**config.mk**
```make
export PLATFORM = sky130hd
export DESIGN_NAME = bus_arb
export DESIGN_NICKNAME = d
export VERILOG_FILES = /design/src/rtl/bus_arb.sv
export SDC_FILE = /design/constraint.sdc
export NUM_CORES = 1
export LEC_CHECK = 0
export BUFFER_PORTS_ARGS = -buffer_cell sky130_fd_sc_hd__buf_2
export CAP_MARGIN = 20
export CORE_AREA = 3 3 113 115
export DETAILED_ROUTE_END_ITERATION = 8
export DIE_AREA = 0 0 116 118
export GPL_TIMING_DRIVEN = 1
export SYNTH_ARGS = -nofsm -noshare
export SYNTH_HDL_FRONTEND = slang
export SYNTH_SLANG_ARGS = --single-unit
```
**constraint.sdc**
```tcl
create_clock -name clk -period 2.42 [get_ports clk]
set_clock_uncertainty 0.2 [all_clocks]
set_input_delay 0.363 -clock clk [delete_from_list [all_inputs] [get_ports clk]]
set_output_delay 0.363 -clock clk [all_outputs]
set_load 0.1 [all_outputs]
```
**src/rtl/bus_arb.sv**
```systemverilog
// Two-master shared-bus arbiter: video DMA (m0) has priority, but the CPU (m1) is
// guaranteed a grant after MAX_CONSEC back-to-back m0 grants. Granted transfers that
// wait TIMEOUT cycles without s_ack are aborted with an error pulse.
module bus_arb #(
    parameter int unsigned TIMEOUT    = 255,
    parameter int unsigned MAX_CONSEC = 4
) (
    input  logic        clk,
    input  logic        rst_n,
    input  logic        m0_stb,
    input  logic        m0_we,
    input  logic [21:0] m0_addr,
    input  logic [31:0] m0_dout,
    output logic [31:0] m0_din,
    output logic        m0_ack,
    output logic        m0_err,
    input  logic        m1_stb,
    input  logic        m1_we,
    input  logic [21:0] m1_addr,
    input  logic [31:0] m1_dout,
    output logic [31:0] m1_din,
    output logic        m1_ack,
    output logic        m1_err,
    output logic        s_stb,
    output logic        s_we,
    output logic [21:0] s_addr,
    output logic [31:0] s_dout,
    input  logic [31:0] s_din,
    input  logic        s_ack,
    output logic        tmo,
    output logic [21:0] tmo_addr
);

    typedef enum logic [1:0] {StIdle, StGnt0, StGnt1, StRel} state_e;

    localparam logic [9:0] TimeoutLast = 10'(TIMEOUT - 1);
    localparam logic [3:0] MaxConsec   = 4'(MAX_CONSEC);

    state_e      state_q, state_d;
    logic [3:0]  consec_q, consec_d;
    logic [9:0]  wait_cnt_q, wait_cnt_d;
    logic [21:0] tmo_addr_q, tmo_addr_d;

    // Signals of whichever master currently owns the bus.
    logic        g_stb, g_we;
    logic [21:0] g_addr;
    logic [31:0] g_dout;
    logic        timeout, g_ack;
    logic [31:0] g_din;

    assign g_stb  = (state_q == StGnt1) ? m1_stb  : m0_stb;
    assign g_we   = (state_q == StGnt1) ? m1_we   : m0_we;
    assign g_addr = (state_q == StGnt1) ? m1_addr : m0_addr;
    assign g_dout = (state_q == StGnt1) ? m1_dout : m0_dout;

    // Tracks the last aborted address; hidden while reset is held.
    assign tmo_addr = rst_n ? tmo_addr_q : '0;

    // Arbitration, grant routing, timeout detection and counter next-state.
    always_comb begin
        state_d    = state_q;
        consec_d   = consec_q;
        wait_cnt_d = wait_cnt_q;
        tmo_addr_d = tmo_addr_q;
        timeout    = 1'b0;
        g_ack      = 1'b0;
        g_din      = '0;
        s_stb      = 1'b0;
        s_we       = 1'b0;
        s_addr     = '0;
        s_dout     = '0;
        m0_din     = '0;
        m0_ack     = 1'b0;
        m0_err     = 1'b0;
        m1_din     = '0;
        m1_ack     = 1'b0;
        m1_err     = 1'b0;
        tmo        = 1'b0;

        unique case (state_q)
            StIdle: begin
                wait_cnt_d = '0;
                if (m0_stb && (!m1_stb || consec_q < MaxConsec)) begin
                    state_d  = StGnt0;
                    // Only count m0 wins that actually made m1 wait.
                    if (m1_stb) begin
                        consec_d = (consec_q == 4'hF) ? consec_q : consec_q + 4'd1;
                    end else begin
                        consec_d = '0;
                    end
                end else if (m1_stb) begin
                    state_d  = StGnt1;
                    consec_d = '0;
                end else begin
                    consec_d = '0;
                end
            end
            StGnt0, StGnt1: begin
                // A real ack in the last allowed cycle beats the abort.
                timeout = !s_ack && (wait_cnt_q == TimeoutLast);
                g_ack   = s_ack || timeout;
                g_din   = timeout ? 32'h0 : s_din;
                s_stb   = g_stb && !timeout;
                s_we    = g_we;
                s_addr  = g_addr;
                s_dout  = g_dout;
                tmo     = timeout;
                if (state_q == StGnt0) begin
                    m0_din = g_din;
                    m0_ack = g_ack;
                    m0_err = timeout;
                end else begin
                    m1_din = g_din;
                    m1_ack = g_ack;
                    m1_err = timeout;
                end
                if (s_ack || timeout || !g_stb) begin
                    state_d = StRel;
                    if (timeout) begin
                        tmo_addr_d = g_addr;
                    end
                end else begin
                    wait_cnt_d = wait_cnt_q + 10'd1;
                end
            end
            StRel: begin
                state_d = StIdle;
            end
            default: begin
                state_d = StIdle;
            end
        endcase

        // Holding reset silences the bus, including any transfer in flight.
        if (!rst_n) begin
            s_stb  = 1'b0;
            s_we   = 1'b0;
            s_addr = '0;
            s_dout = '0;
            m0_din = '0;
            m0_ack = 1'b0;
            m0_err = 1'b0;
            m1_din = '0;
            m1_ack = 1'b0;
            m1_err = 1'b0;
            tmo    = 1'b0;
        end
    end

    // State and counter registers with synchronous active-low reset.
    always_ff @(posedge clk) begin
        if (!rst_n) begin
            state_q    <= StIdle;
            consec_q   <= '0;
            wait_cnt_q <= '0;
            tmo_addr_q <= '0;
        end else begin
            state_q    <= state_d;
            consec_q   <= consec_d;
            wait_cnt_q <= wait_cnt_d;
            tmo_addr_q <= tmo_addr_d;
        end
    end

endmodule

```
==> impl_metrics.ini <==
[run_status]
status = complete, but fails checks
violations = negative setup slack

[setup_path]
worstSetupPathType = register to output pin
crit_slowest_cell = dfxtp_2
rr_worst_depth = 8
worstSetupStartpointType = register
cp.arrival_ns = 1.94
path_depth = 10
critPathMostFrequentCell = buf_6
cpLargestDelayFamily = buffers and inverters
path_max_fanout = 8
worstSetupEndpointType = output pin
max_stage_delay_ns = 0.32
path_cells = inv_2 > ha_4 > nand4b_1 > nor4_4 > buf_6 > nor2_4 > buf_6 > buf_16 > and2_4 > buf_12
cp_num_buf_inv = 5
required_ns = 1.86

[floorplanning]
io_pins = 294
initial_core_util_pct = 26.45
dieArea_um2 = 13690
die_w_um = 116
row_count = 40
die_y_um = 118
coreArea_um2 = 11910

[routing]
drc = 0
drt.antenna.violating_nets = 0
route.vias.total = 4535
routed_wl_um = 18660
drtIter0Drc = 290
drtPass1Iterations = 4
via_per_inst = 5.090
wire_per_inst_um = 20.95

[clock_tree]
cts_sinks = 38
root_buffer = clkbuf_16
hold_buffers = 0
clk_pin_slew_ns = 0.05
clock_latency_ns = 0.28
htree_levels = 2
clock_path_buffers = 2
cts_tree = built
cts_inserted_buffers = 5

[timing]
layout_setup_ws_ns = -0.08080
final.min_clock_period_ns = 2.501
worstMarginPinSlew_ns = 0.5320
finalSetupTns_ns = -3.960
final-setup-viol-count = 64
slew_violations = 0
slew_headroom_pct = 64.78
post-route-period-util_pct = 103.3
grt_setup_unrepaired = yes
max_freq_mhz = 399.9
hold_viol = 0

[synth]
synth_area_um2 = 3151
synth-async-reset-ratio_pct = 0
seq_area_frac_synth_pct = 24.15
yosysWarnings = 0
synth_fp_nets = 566
synth_cell_types = 48
ys_ff_latch = 38
ys_top_cells_by_area = dfxtp_1, mux2i_1, and2_1, nor2_1, a21oi_1
yosysTopAreaCell = dfxtp_1
synth_top_area_share_pct = 24.15
synth_flop_cell = dfxtp_1
avgSynthCellArea_um2 = 7.647
synth_edf_count = 0
syn_inst = 412

[grt]
grt_pass1_vias = 4682
grt.total_usage_pct = 25.47
grt_pass1_wl_um = 26930
antenna_found_initial = 1
grt_overflow_total = 0
grt_max_degree = 34

[place]
dp_cells = 848
gp_congestion = 0.8713
io_buffers = 293
dp_slack_ns = 0.002970
dp_hpwl_um = 13550

[min_path]
hold_depth = 3
hold_path.class = input port to register

[power]
p_clk_share_pct = 5.9
p_total_mw = 10.72
switchingPower_mw = 6.003
p_int_mw = 4.714
pwr-share-comb_pct = 87.6
p_seq_share_pct = 6.5
irDropWorstVdd_mv = 0.8421
power.density_nw_per_um2 = 1251
swShare_pct = 56.01
leakage_nw = 3.574

[layout]
nets = 898
drive_gt1_share_pct = 73.62
fill_cells = 783
syn_to_final_growth_pct = 172.0
final_cells = 891

[flow_run]
drv_cap = 0
==> power by group through the flow <==
stage	Combinational [mW]	Clock, mW	Sequential (mW)
after global routing	9.67	0.666	0.698
final	9.39	0.632	0.693
after global placement	8.15	0	0.697
after CTS	9.06	0.641	0.693
after detailed placement	8.24	0	0.701
after floorplan	5.38	0	0.699
==> cells in the mapped netlist, types with 2 or more instances <==
| library cell | count |
|---|---|
| nor3b_1 | 2 |
| buf_1 | 2 |
| o311ai_0 | 2 |
| clkbuf_1 | 17 |
| nor4_1 | 3 |
| dfxtp_1 | 38 |
| buf_4 | 5 |
| nor3_1 | 2 |
| xor2_1 | 2 |
| nand2_1 | 8 |
| nor4b_1 | 2 |
| a21o_1 | 3 |
| buf_2 | 7 |
| or4_1 | 2 |
| nor2_1 | 63 |
| nand3_1 | 7 |
| o2bb2ai_1 | 2 |
| or3_1 | 3 |
| and2_1 | 88 |
| o21ai_0 | 3 |
| inv_1 | 10 |
| mux2i_1 | 57 |
| ha_1 | 7 |
| a21oi_1 | 47 |
| nand2b_1 | 3 |
| a211o_1 | 3 |
| o211ai_1 | 3 |
==> placed cells by master (no fill, tap or decap), types with 3 or more instances in the layout <==
cell type,synthesis,routed
buf_4,5,36
buf_6,0,8
a21oi_1,47,47
o211ai_1,3,3
nor4_1,3,3
and2_4,0,43
nand2b_1,3,3
inv_2,0,3
or3_1,3,3
buf_16,0,4
a211o_1,3,3
and2_1,88,22
clkbuf_16,0,8
inv_1,10,7
ha_1,7,4
a21o_1,3,3
nand2_1,8,5
and2_2,0,23
nor2_4,0,59
ha_4,0,3
mux2i_1,57,22
nand3_1,7,7
mux2i_4,0,30
dfxtp_1,38,33
buf_12,0,138
nor2_1,63,4
mux2i_2,0,5
nor3_4,0,3
o21ai_0,3,3
buf_2,7,167
dfxtp_2,0,5
==> kinds of logic (layout without fill, tap and decap cells) <==
kind of cell	Yosys count	after routing	synth area share, %
AOI/OAI and AO/OA	71	71	13.54
xor gates and xnor gates	2	2	0.5561
adders and majority gates	7	7	2.780
buffers and inverters	41	372	5.759
DFF	38	38	24.15
muxes	58	58	18.47
other	0	1	0
and+or+nand+nor	195	195	34.75
==> cell type report <==
type | count | area [um^2] | share of cell area, %
inverters | 10 | 37.54 | 0.4380
diodes | 1 | 2.502 | 0.02920
multi-input cells | 333 | 3297 | 38.47
well taps | 147 | 183.9 | 2.146
repair buffers | 356 | 4144 | 48.35
flip-flops and latches | 38 | 767.0 | 8.949
clock buffers | 6 | 138.9 | 1.620
==> sequential cells by signal (all words and copies together) (netlist names) <==
register and cells:
tmo_addr_q 22, wait_cnt_q 10, state_q 2, consec_q 4
==> worst paths after layout <==
kind / start / end / slack, ns
max reg2reg: state_q[0]$_SDFFE_PN0P_ / wait_cnt_q[7]$_SDFFE_PN0P_ / 0.01
max: wait_cnt_q[0]$_SDFFE_PN0P_ / m0_din[21] / -0.08
min reg2reg: consec_q[2]$_SDFFE_PN0P_ / consec_q[2]$_SDFFE_PN0P_ / 0.34
min: m0_addr[2] / tmo_addr_q[2]$_SDFFE_PN0P_ / 0.21
==> tightest hold or removal path: cells and delay by family <==
kind	cells	cell delay, ns
compound gates	1	0.12
buf+inv	1	0.10
mux	1	0.07
==> repair_timing <==
| action | in CTS | in global routing |
|---|---|---|
| cloned | 4 | 3 |
| setup endpoints to repair | 118 | 86 |
| pin swaps | 31 | 8 |
| hold endpoints to repair | 0 | 0 |
| setup buffers | 17 | 12 |
| gates resized for setup | 120 | 31 |
==> per-stage QoR <==
step	instance area, um^2	hold slack (ns)	utilization (%)
3_5_place_dp	7386	0.3056	62.01
3_3_place_gp	7386	0.2728	62.01
6_report	8571	0.2106	71.95
2_1_floorplan	3744	0.2552	-
5_1_grt	8571	0.2233	71.95
4_1_cts	8253	0.1938	69.29
==> layer usage <==
layer,global-route usage [%],vias up,wire (um)
li1,-,2092,-
met1,28.34,2154,6570
met2,47.16,249,10000
met3,4.524,40,1418
met4,9.355,0,669
met5,0,-,0
No activity file was read; power rests on OpenSTA's default activity.
